### src/rtl/fpu_wb_bridge_if.sv
// fpu_wb_bridge_if: Wishbone-classic bus signals between the Caravel master and the FPU bridge
interface fpu_wb_bridge_if;
    logic        wbs_cyc_i;
    logic        wbs_stb_i;
    logic        wbs_we_i;
    logic [3:0]  wbs_sel_i;
    logic [31:0] wbs_adr_i;
    logic [31:0] wbs_dat_i;
    logic        wbs_ack_o;
    logic [31:0] wbs_dat_o;
    modport master (
        output wbs_cyc_i, wbs_stb_i, wbs_we_i, wbs_sel_i, wbs_adr_i, wbs_dat_i,
        input  wbs_ack_o, wbs_dat_o
    );
    modport slave (
        input  wbs_cyc_i, wbs_stb_i, wbs_we_i, wbs_sel_i, wbs_adr_i, wbs_dat_i,
        output wbs_ack_o, wbs_dat_o
    );
endinterface

### src/rtl/fpu_wb_bridge.sv
// fpu_wb_bridge: Wishbone slave to FPU register-file strobes, with read-modify-write for partial writes
module fpu_wb_bridge #(
    parameter logic [31:0] BASE_ADDR = 32'h3000_0000,
    parameter logic [31:0] ADDR_SPAN = 32'h0000_0030,
    parameter logic [31:0] IDLE_ADDR = 32'h3000_00FC
) (
    input  logic                clk,
    input  logic                rst_l,
    fpu_wb_bridge_if.slave      wb,
    output logic [31:0]         reg_addr,
    output logic                reg_wren,
    output logic [31:0]         reg_wrdata,
    input  logic [31:0]         reg_rddata
);
    typedef enum logic [2:0] {IDLE, READ, MERGE_RD, WRITE, ACK} state_t;
    state_t      state;
    logic [3:0]  sel_q;
    logic [31:0] dat_q;
    logic [31:0] adr_w;
    logic [31:0] mask;
    logic [31:0] merged;
    logic        req;
    logic        hit;
    always_comb begin
        adr_w  = {wb.wbs_adr_i[31:2], 2'b00};
        req    = wb.wbs_cyc_i & wb.wbs_stb_i;
        hit    = (adr_w >= BASE_ADDR) && (adr_w < BASE_ADDR + ADDR_SPAN);
        mask   = {{8{sel_q[3]}}, {8{sel_q[2]}}, {8{sel_q[1]}}, {8{sel_q[0]}}};
        merged = (dat_q & mask) | (reg_rddata & ~mask);
    end
    always_ff @(posedge clk or negedge rst_l) begin
        if (!rst_l) begin
            state         <= IDLE;
            wb.wbs_ack_o  <= 1'b0;
            wb.wbs_dat_o  <= '0;
            reg_addr      <= IDLE_ADDR;
            reg_wren      <= 1'b0;
            reg_wrdata    <= '0;
            sel_q         <= '0;
            dat_q         <= '0;
        end else begin
            case (state)
                IDLE: if (req) begin
                    sel_q <= wb.wbs_sel_i;
                    dat_q <= wb.wbs_dat_i;
                    // Misses and empty byte-enable writes complete without touching the register file
                    if (!hit || (wb.wbs_we_i && wb.wbs_sel_i == 4'h0)) begin
                        state        <= ACK;
                        wb.wbs_ack_o <= 1'b1;
                        wb.wbs_dat_o <= '0;
                    end else begin
                        reg_addr <= adr_w;
                        if (!wb.wbs_we_i) begin
                            state <= READ;
                        end else if (wb.wbs_sel_i == 4'hF) begin
                            state      <= WRITE;
                            reg_wren   <= 1'b1;
                            reg_wrdata <= wb.wbs_dat_i;
                        end else begin
                            state <= MERGE_RD;
                        end
                    end
                end
                READ: begin
                    reg_addr     <= IDLE_ADDR;
                    state        <= wb.wbs_cyc_i ? ACK : IDLE;
                    wb.wbs_ack_o <= wb.wbs_cyc_i;
                    wb.wbs_dat_o <= wb.wbs_cyc_i ? reg_rddata : '0;
                end
                MERGE_RD: if (wb.wbs_cyc_i) begin
                    state      <= WRITE;
                    reg_wren   <= 1'b1;
                    reg_wrdata <= merged;
                end else begin
                    state    <= IDLE;
                    reg_addr <= IDLE_ADDR;
                end
                WRITE: begin
                    reg_wren     <= 1'b0;
                    reg_addr     <= IDLE_ADDR;
                    state        <= wb.wbs_cyc_i ? ACK : IDLE;
                    wb.wbs_ack_o <= wb.wbs_cyc_i;
                    wb.wbs_dat_o <= '0;
                end
                ACK: begin
                    state        <= IDLE;
                    wb.wbs_ack_o <= 1'b0;
                    wb.wbs_dat_o <= '0;
                end
                default: state <= IDLE;
            endcase
        end
    end
endmodule

### src/flat_wrapper.sv
// flat-port wrapper written by rule: the top's interface ports become plain ports
module fpu_wb_bridge_flat 
#(
    parameter logic [31:0] BASE_ADDR = 32'h3000_0000,
    parameter logic [31:0] ADDR_SPAN = 32'h0000_0030,
    parameter logic [31:0] IDLE_ADDR = 32'h3000_00FC
)
  (clk, rst_l, reg_addr, reg_wren, reg_wrdata, reg_rddata, wb_wbs_cyc_i, wb_wbs_stb_i, wb_wbs_we_i, wb_wbs_sel_i, wb_wbs_adr_i, wb_wbs_dat_i, wb_wbs_ack_o, wb_wbs_dat_o);
  fpu_wb_bridge_if wb_i ();
  input  logic clk;
  input  logic rst_l;
  output logic [31:0] reg_addr;
  output logic reg_wren;
  output logic [31:0] reg_wrdata;
  input  logic [31:0] reg_rddata;
  input wire logic [$bits(wb_i.wbs_cyc_i)-1:0] wb_wbs_cyc_i;
  input wire logic [$bits(wb_i.wbs_stb_i)-1:0] wb_wbs_stb_i;
  input wire logic [$bits(wb_i.wbs_we_i)-1:0] wb_wbs_we_i;
  input wire logic [$bits(wb_i.wbs_sel_i)-1:0] wb_wbs_sel_i;
  input wire logic [$bits(wb_i.wbs_adr_i)-1:0] wb_wbs_adr_i;
  input wire logic [$bits(wb_i.wbs_dat_i)-1:0] wb_wbs_dat_i;
  output wire logic [$bits(wb_i.wbs_ack_o)-1:0] wb_wbs_ack_o;
  output wire logic [$bits(wb_i.wbs_dat_o)-1:0] wb_wbs_dat_o;
  assign wb_i.wbs_cyc_i = wb_wbs_cyc_i;
  assign wb_i.wbs_stb_i = wb_wbs_stb_i;
  assign wb_i.wbs_we_i = wb_wbs_we_i;
  assign wb_i.wbs_sel_i = wb_wbs_sel_i;
  assign wb_i.wbs_adr_i = wb_wbs_adr_i;
  assign wb_i.wbs_dat_i = wb_wbs_dat_i;
  assign wb_wbs_ack_o = wb_i.wbs_ack_o;
  assign wb_wbs_dat_o = wb_i.wbs_dat_o;
  fpu_wb_bridge #(.BASE_ADDR(BASE_ADDR), .ADDR_SPAN(ADDR_SPAN), .IDLE_ADDR(IDLE_ADDR)) u_core (.clk(clk), .rst_l(rst_l), .wb(wb_i), .reg_addr(reg_addr), .reg_wren(reg_wren), .reg_wrdata(reg_wrdata), .reg_rddata(reg_rddata));
endmodule
### config.mk
export PLATFORM = sky130hd
export DESIGN_NAME = fpu_wb_bridge_flat
export DESIGN_NICKNAME = d
export VERILOG_FILES = /design/src/rtl/fpu_wb_bridge_if.sv /design/src/rtl/fpu_wb_bridge.sv /design/src/flat_wrapper.sv
export SDC_FILE = /design/constraint.sdc
export NUM_CORES = 1
export LEC_CHECK = 0
export BUFFER_PORTS_ARGS = -buffer_cell sky130_fd_sc_hd__buf_4
export CAP_MARGIN = 15
export CELL_PAD_IN_SITES_DETAIL_PLACEMENT = 0
export CELL_PAD_IN_SITES_GLOBAL_PLACEMENT = 1
export CORE_MARGIN = 8
export CORE_UTILIZATION = 35
export DETAILED_ROUTE_END_ITERATION = 7
export PLACE_DENSITY = 0.79
export REMOVE_ABC_BUFFERS = 1
export SLEW_MARGIN = 40
export SYNTH_ARGS = -nofsm -noshare
export SYNTH_HDL_FRONTEND = slang
export SYNTH_SLANG_ARGS = --single-unit
### constraint.sdc
create_clock -name clk -period 2.6 [get_ports clk]
set_input_delay 0.26 -clock clk [delete_from_list [all_inputs] [get_ports clk]]
set_output_delay 0.26 -clock clk [all_outputs]
set_load 0.01 [all_outputs]
* Word-level counts from Yosys, hierarchy flattened
Index checks and enable logic that the tools add are counted.
** Operators by class
- $lt $le $gt $ge :: 2
- Equality and inequality tests :: 12
- Mux-type cells :: 30
- Bitwise logic cells :: 5
- Reductions and logical operators :: 19
** Operators with widths (number)
- $mux W32 :: 11
- $pmux W32 S3 :: 2
- $and A32 B32 Y32 :: 2
- $pmux W32 S2 :: 1
- $ge A32 B30 Y1 const B :: 1
- $lt A32 B30 Y1 const B :: 1
- $not A32 Y32 :: 1
- $or A32 B32 Y32 :: 1
- $mux W3 :: 4
- $reduce_and A6 Y1 :: 2
- $reduce_bool A3 Y1 :: 4
- $pmux W3 S3 :: 1
- $mux W1 :: 8
- $ne A2 B2 Y1 const B :: 4
- $eq A3 B2 Y1 const B :: 2
- $ne A2 B1 Y1 const B :: 3
- $pmux W1 S3 :: 2
- $reduce_and A3 Y1 :: 2
- $eq A4 B4 Y1 const B :: 1
- $logic_not A4 Y1 :: 1
- $reduce_and A4 Y1 :: 1
- $reduce_or A2 Y1 :: 2
- $eq A3 B1 Y1 const B :: 1
- $eq A3 B3 Y1 const B :: 1
- other kinds (8) :: 9
** Word-level totals
- Bits in registers :: 137
- Input port bits :: 105
- Output and inout bits :: 98
- Word-level logic and storage cells :: 76

* Logic depth before layout (Yosys ltp)
Gate-level depths: netlist (run 1).
- Word-level depth :: 7
- Depth in mapped cells :: 8
- Gate-level depth less buffers :: 5

* Worst setup path before layout (run 1)
Ideal clock, no wire load.
- Path kind :: register to register
- Start point :: register u_core.state[1]
- End point :: register u_core.dat_q[0]
- Library setup time :: 0.125 ns
- Data arrival time :: 1.731 ns
- Required time :: 2.475 ns
- Setup slack :: 0.744 ns
- Cell stages (with the launch flop) :: 7
- Buffers on the path :: 3
- Clock period less this slack :: 1.856 ns
- Path through :: dfrtp_1 buf_2 nor3_1 and3_1 buf_2 buf_4 mux2_2
** On the way
- Word-level cells in the longest chain between the ends :: 2
** RTL lines
- from (decl) :: line fpu_wb_bridge.sv:16 : state_t state;
- from (signal assigned) :: line fpu_wb_bridge.sv:66 : state <= wb.wbs_cyc_i ? ACK : IDLE;
- from (signal assigned) :: line fpu_wb_bridge.sv:81 : state <= wb.wbs_cyc_i ? ACK : IDLE;
- $logic_not A3 Y1 :: line fpu_wb_bridge.sv:42 : case (state)
- $reduce_and A2 Y1 (no source line)
- to (signal assigned) :: line fpu_wb_bridge.sv:45 : dat_q <= wb.wbs_dat_i;
- to (decl) :: line fpu_wb_bridge.sv:18 : logic [31:0] dat_q;
No other way between the ends.
A chain may end at the register's enable or synchronous reset.

* Final worst setup path (run 1)
- Start point :: register u_core.state[0]
- End point :: register u_core.reg_wrdata[7]
** On the way
- Word-level cells in the longest chain between the ends :: 3
- Elaborated cells on any way between the ends :: 10
- Those cells by class :: eq/ne (6); mux (1); reduce/logical (3)
** RTL lines
- $eq A3 B2 Y1 or $logic_not A3 Y1 (tied branches) :: line fpu_wb_bridge.sv:42
- $ne A2 B2 Y1 (no source line), or another cell as far along
- $reduce_and A6 Y1 (no source line)
- to (signal assigned) :: line fpu_wb_bridge.sv:58 : reg_wrdata <= wb.wbs_dat_i;
- to (signal assigned) :: line fpu_wb_bridge.sv:73 : reg_wrdata <= merged;
- to (decl) :: line fpu_wb_bridge.sv:12 : output logic [31:0] reg_wrdata,
Parallel ways exist; a longest one is shown, timed or not.

==> summary.txt, run 1 <==
Status
  • Status: finished, final reports clean

Route
  • Initial DRT Pass Iterations: 4
  • Remaining DRCs: 0
  • Via total after detailed routing: approximately 4300
  • Final ANT Viol Nets: 0
  • Final WL: 16390 µm
  • Iter 0 DRT Violations: 170
  • Routed wire per std cell: around 19 µm
  • Routed vias/inst: just under 5

Job
  • Max-cap viol count: 0

Worst setup path
  • Startpoint types: register
  • CP Capture Type: register
  • Critical path class: reg2reg
  • WP data arrival: approximately 2300 ps
  • Worst-path maximum fanout: 18
  • Critical Path RT: 2900 ps

CTS
  • H-tree levels: 4
  • CTS Buf Count: 17
  • CTS tree: done
  • Setup Buffers After CTS: 0
  • Clock Path Buffers: 2
  • CTS Sinks: roughly 140
  • Clk root buf: clkbuf_16
  • Post-CTS sizing: 0
  • Worst skew pair latency: between 400 and 500 ps
  • Clock transition at the registers of the reported paths: 60 ps
  • Hold_buf cts: 1

Die
  • Die height: roughly 150 µm
  • Die footprint: 0.02129 mm²
  • # rows: 47
  • Initial Util: 35.75%
  • Core ar.: 0.01652 mm²
  • Die width: 145.9 µm
  • Ports: slightly above 200

STA
  • Max-slew violation count: 0
  • Final critical-path share of the clock period: between 70% and 80%
  • Hold Vio Cnt, Final: 0
  • Final Skew: approximately 6.7 ps
  • RSZ-0062 raised after global routing: no
  • Final setup violation count: 0
  • Max Clk Rate: 509.2 MHz
  • Hold_ws: slightly above 80 ps
  • Slew of the pin with the lowest slew margin: between 600 and 700 ps
  • Fin worst setup slack: approximately 640 ps
  • Final min period: ~2000 ps
  • Relative slew slack: 57.44%
  • Setup TNS: 0 ps

Power and ir drop
  • PwrDens: between 900 and 1000 mW/mm²
  • Switching Fraction: between 20 and 30%
  • P_leak: around 4.1 nW
  • Switch Pwr: roughly 0.0021 W
  • Pint: approximately 0.0055 W
  • Clock group share of total power: 32.0%
  • Combinational share of power: about 28%
  • VDD IR max: 0.4619 mV
  • Reg power frac: about 41%

Synth
  • EDFF count, synth: 0
  • Synthesized cell area: 0.005907 mm²
  • Ys flop type: dfrtp_1
  • Syn avg cell area: roughly 13 µm²
  • Mapped Cells: ~440
  • Async S/R FF share, synth: 100.0%
  • Count leader, synth: dfrtp_1
  • Yosys warning total: 0
  • Seq cells post-synth: 135
  • Commonest cells in the netlist: 127 x dfrtp_1, 40 x mux2_2, 35 x a21oi_1, 35 x mux2_4, 34 x nor2_1
  • Post-synth cell types: 33
  • Seq/Total Area, Yosys: a little under three fifths
  • Area contributors post-synth: dfrtp_1 54%, mux2_4 8.9%, mux2_2 7.6%, mux2i_1 5.4%, a22o_1 4.7%
  • Cell taking the most area after synthesis: dfrtp_1
  • Area share of the largest cell type after synthesis: a little over half

Global routing
  • Via count of the first global-routing pass: ~4800
  • Total grt overflow: 0
  • Overall Global Routing Usage: between 10% and 20%
  • Global-route wire length before repair: 26480 µm
  • Number of antenna violations at the first check in global routing: 0
  • Largest net degree at the start of global routing: 66

Placed design
  • Port bufs: approximately 200
  • Global placement routability congestion: 0.8035
  • Setup slack after placement: 349.9 ps
  • Post-DP HPWL: 11890 µm

Min path
  • HP Class: in2reg

Layout
  • Layout cells sized above 1: about half
  • Final #Nets: about 750
  • Footprint of the multi-input gates: 0.002345 mm²
  • Final core utilization: roughly half
  • Number of antenna diodes: 0
  • Register area: about 0.0034 mm²
  • FILL cells: 1438
  • Area growth syn-to-layout: 40.20%
==> placed cells by master, fill, tap and decap left out, types with 2 or more instances in the layout <==
master | Yosys | layout
nand4_1 | 2 | 2
dfrtp_1 | 127 | 127
a221oi_1 | 2 | 2
and2_1 | 23 | 22
a21oi_1 | 35 | 35
nand2_1 | 7 | 7
a211oi_1 | 2 | 2
nand3_1 | 4 | 4
nor3_1 | 2 | 2
dfstp_2 | 8 | 8
inv_1 | 2 | 2
a22o_1 | 32 | 32
clkbuf_1 | 8 | 4
nand2b_1 | 7 | 7
buf_4 | 9 | 208
clkinv_2 | 0 | 5
mux2_4 | 35 | 35
bufinv_16 | 0 | 3
buf_12 | 0 | 4
clkbuf_8 | 0 | 2
conb_1 | 1 | 2
buf_6 | 4 | 2
nand3b_1 | 2 | 2
mux2i_1 | 32 | 32
nor4b_1 | 3 | 2
clkbuf_16 | 0 | 17
nor4_1 | 5 | 5
nor2_1 | 34 | 34
mux2_2 | 40 | 40
==> per-layer routing <==
metal  global-route usage, %  vias up  share of wire [%]
met3                   6.468       20                8.0
met5                       0        -                  0
met1                   19.03     2109                 44
met2                   24.35      152                 46
met4                   5.726        0                1.7
li1                        -     1980                  -
==> final cells by class <==
class / count / area share [%]
multi-input combinational: 276 / 28.31
tap: 220 / 3.324
inverter: 2 / 0.09065
clock buffer: 23 / 5.650
clock inverter: 9 / 1.496
timing repair buffer: 215 / 20.21
sequential: 135 / 40.91
==> sequential cells by signal (all words and copies together), names as in the netlist <==
| register | cells |
|---|---|
| u_core.reg_addr | 30 |
| u_core.dat_q | 32 |
| u_core.wb.wbs_ack_o | 1 |
| u_core.reg_wren | 1 |
| u_core.sel_q | 4 |
| u_core.reg_wrdata | 32 |
| u_core.wb.wbs_dat_o | 32 |
| u_core.state | 3 |
==> worst max-delay path, stage by stage, from the launching register on <==
cell     delay, ps
dfrtp_1        500
nor2_1         200
nand2_1        100
nor3_1         330
a21oi_4        100
buf_4          270
mux2_4         340
==> worst paths after layout <==
check,depth (start not counted),slack [ps],to,start
worst max-delay path,6,640,u_core.reg_wrdata[7],u_core.state[0]
max in group asynchronous,3,1500,u_core.reg_wrdata[29],rst_l
min in group asynchronous,2,330,u_core.reg_addr[20],rst_l
worst min-delay path,2,80,u_core.wb.wbs_dat_o[17],reg_rddata[17]
worst max register to register,6,640,u_core.reg_wrdata[7],u_core.state[0]
worst min register to register,1,480,u_core.reg_addr[10],u_core.reg_addr[10]
==> cell families after synthesis <==
| kind of cell | after synthesis | synth area share, % |
|---|---|---|
| AOI/OAI and AO/OA | 76 | 9.363 |
| buffers and inverters | 34 | 3.326 |
| DFF | 135 | 57.36 |
| muxes | 107 | 21.94 |
| other | 1 | 0.06348 |
| and+or+nand+nor | 91 | 7.943 |
==> metrics by stage <==
step	cell area [µm²]	cells	power [W]
2_1_floorplan	5722	413	0.004224
3_3_place_gp	7661	845	0.005144
3_5_place_dp	7680	847	0.005239
4_1_cts	8282	880	0.007720
5_1_grt	8282	880	0.007981
6_report	8282	880	0.007591
==> power by group through the flow <==
stage	Clock, W	Combinational, W	Sequential, W
floorplan	0	0.00112	0.00311
global placement	0	0.00207	0.00308
detailed placement	0	0.00214	0.00310
CTS	0.00250	0.00214	0.00308
global route	0.00257	0.00226	0.00316
finish	0.00243	0.00209	0.00307
Power figures use the tool's default switching activity.
==> run 2, diff against run 1 <==
--- a/config.mk
+++ b/config.mk
@@ -12,7 +12,7 @@
 export CORE_MARGIN = 8
 export CORE_UTILIZATION = 35
 export DETAILED_ROUTE_END_ITERATION = 7
-export PLACE_DENSITY = 0.79
+export PLACE_DENSITY = 0.82
 export REMOVE_ABC_BUFFERS = 1
 export SLEW_MARGIN = 40
 export SYNTH_ARGS = -nofsm -noshare
==> constraint.sdc (replaced) <==
create_clock -name clk -period 1.8 [get_ports clk]
set_input_delay 0.18 -clock clk [delete_from_list [all_inputs] [get_ports clk]]
set_output_delay 0.18 -clock clk [all_outputs]
set_load 0.01 [all_outputs]
==> summary.txt, run 2 (same netlist as run 1, synthesis figures left out) <==
Status
  • Status: finished, final reports clean

Worst setup path
  • Critical path class: reg2reg
  • CP Capture Type: register
  • Critical path's largest stage delay: 450 ps (-50 ps)
  • Buf/Inv on CP: 1 (unchanged)
  • R2R Setup Slk: 80 ps (-560 ps)
  • Critical Path RT: 2100 ps (-800 ps)
  • Worst flop-to-flop path endpoint: u_core.reg_wrdata[2]
  • Slowest cell on the critical path: dfrtp_1
  • WP data arrival: 2020 ps (-240 ps)
  • Worst-path maximum fanout: 19 (+1)
  • CP delay by family, top: flip-flops
  • Startpoint types: register
  • Reg-to-Reg Start: u_core.state[2]
  • Cell depth of the worst flop-to-flop path: 5 (-1)
  • Worst path cell trace: nor3_2 -> nor2_1 -> a21oi_4 -> buf_12 -> mux2_2

CTS
  • H-tree levels: 4 (unchanged)
  • CTS Buf Count: 17 (unchanged)
  • Worst skew pair latency: 410 ps (about the same)
  • CTS tree: done
  • Clock transition at the registers of the reported paths: 60 ps (about the same)
  • Clock Path Buffers: 2 (unchanged)
  • Clk root buf: clkbuf_16
  • CTS Sinks: 135 (unchanged)

STA
  • Final min period: 1721 ps (-242.4 ps)
  • Final setup violation count: 0 (unchanged)
  • Setup TNS: 0 ps (unchanged)
  • Final critical-path share of the clock period: 95.64% (+20 points)
  • Max Clk Rate: 580.9 MHz (+14%)
  • Max-slew violation count: 0 (unchanged)
  • Fin worst setup slack: 78.56 ps (-557.6 ps)
  • Relative slew slack: 64.26% (+6.8 points)
  • Slew of the pin with the lowest slew margin: 536.0 ps (-95.66 ps)
  • Hold Vio Cnt, Final: 0 (unchanged)
  • Final Skew: 10.12 ps (+3.430 ps)
  • RSZ-0062 raised after global routing: no

Route
  • Initial DRT Pass Iterations: 4 (unchanged)
  • Final WL: 16730 µm (+2.0%)
  • Remaining DRCs: 0 (unchanged)
  • Iter 0 DRT Violations: 115 (-32%)
  • Via total after detailed routing: 4514 (+5.9%)
  • Final ANT Viol Nets: 0 (unchanged)
  • Routed vias/inst: 4.864 (+0.46%)
  • Routed wire per std cell: 18.02 µm (-3.2%)

Die
  • Die width: 145.9 µm (unchanged)
  • Core ar.: 0.01652 mm² (unchanged)
  • Die height: 145.9 µm (unchanged)
  • # rows: 47 (unchanged)
  • Die footprint: 0.02129 mm² (unchanged)
  • Initial Util: 35.75% (unchanged)
  • Ports: 203 (unchanged)

Layout
  • Area growth syn-to-layout: 50.67%
  • Most common cell after layout, fill and taps aside: buf_4
  • Final #Nets: 800 (+6.4%)
  • Largest regs: u_core.dat_q x32, u_core.reg_wrdata x32, u_core.wb.wbs_dat_o x32
  • Layout cells sized above 1: 48.59% (-1.6 points)
  • Number of antenna diodes: 0 (unchanged)
  • Most frequent cells in the layout: 209 x buf_4, 127 x dfrtp_1, 42 x dlygate4sd3_1

Global routing
  • Overall Global Routing Usage: 16.12% (+0.49 points)
  • Largest net degree at the start of global routing: 62 (-6.1%)
  • Total grt overflow: 0 (unchanged)
  • Grt met2 use: 26.51% (+2.2 points)
  • GR Layer Usage met3: 5.752% (-0.72 points)
  • GRT Max-Usage Layer: met2
  • Number of antenna violations at the first check in global routing: 0 (unchanged)
  • Global-route wire length before repair: 27710 µm (+4.7%)
  • Met1 usage: 18.81% (-0.22 points)
  • Via count of the first global-routing pass: 5183 (+8.7%)

Placed design
  • Setup slack after placement: -165.3 ps (-515.3 ps)
  • Port bufs: 198 (unchanged)
  • Post-DP HPWL: 11720 µm (-1.4%)
  • Global placement routability congestion: 0.7992 (-0.54%)

Power and ir drop
  • VDD IR max: 0.7134 mV (+54%)
  • P_leak: 4.403 nW (+6.2%)
  • PwrDens: 1283 mW/mm² (+40%)
  • Total power: 0.01142 W (+50%)

Min path
  • Hold Path Cell Cnt: 2 (unchanged)
  • Hold Path Origin: wb_wbs_dat_i[19]
  • HP Class: in2reg
  • Hold Path Sink: u_core.dat_q[19]

Job
  • Max-cap viol count: 0 (unchanged)
[run 2: cell count changes in the layout (fill, tap and decap cells not counted), moves of 3 or more]
cell,before,now
clkbuf_1,4,1
clkinv_2,5,1
dlygate4sd3_1,1,42
buf_12,4,11
[run 2: worst register-to-register path, delay by kind of cell, from the launching register on]
family	cells	cell delay [ps]
muxes	1	370
AOI/OAI and AO/OA	1	190
DFF	1	450
and+or+nand+nor	2	380
buffers and inverters	1	220
[run 2: routing by layer]
layer / vias up / wire [µm]
met4: 0 / 374
li1: 2085 / -
met2: 146 / 8109
met3: 23 / 1120
met1: 2260 / 7122
met5: - / 0
[run 2: layout make-up]
| class | count | area, µm² |
|---|---|---|
| sequential | 135 | 3388 |
| inverter | 2 | 7.507 |
| tap | 220 | 275.3 |
| clock buffer | 22 | 484.2 |
| multi-input combinational | 276 | 2357 |
| fill | 1379 | 7625 |
| timing repair buffer | 263 | 2221 |
| clock inverter | 10 | 166.4 |
[run 2: power breakdown]
group | leakage [nW] | total (W) | switching (W) | internal [W]
clock network | 0.313 | 0.00379 | 0.00131 | 0.00248
logic | 2.39 | 0.00318 | 0.00120 | 0.00198
registers | 1.70 | 0.00445 | 0.000642 | 0.00381
total | 4.40 | 0.0114 | 0.00315 | 0.00827
[run 2: worst max path at each step]
stage,start,to,slack (ps),depth (start not counted)
after detailed placement,wb_wbs_adr_i[18],u_core.reg_wrdata[11],-170,8
after floorplan,u_core.state[0],u_core.wb.wbs_dat_o[0],-1700,2
after CTS,u_core.state[2],u_core.reg_wrdata[2],0.6,5
final,u_core.state[2],u_core.reg_wrdata[2],80,5
after global routing,u_core.state[2],u_core.reg_wrdata[2],30,5
after global placement,wb_wbs_adr_i[31],u_core.reg_wrdata[31],-130,8
[run 2: repair_timing]
action / 4_1_cts / 5_1_grt
buffers inserted: 0 / 0
hold buffers: 40 / 2
resized for setup: 1 / 2
hold endpoints to repair: 107 / 2
setup endpoints to repair: 2 / 30
[run 2: stage by stage]
stage	instance area, µm²	hold slack [ps]	cells	util, %
2_1_floorplan	5722	-115.6	413	-
3_3_place_gp	7816	65.83	854	47.30
3_5_place_dp	7816	67.36	854	47.30
4_1_cts	8872	0.2200	926	53.69
5_1_grt	8900	0.2945	928	53.86
6_report	8900	18.43	928	53.86
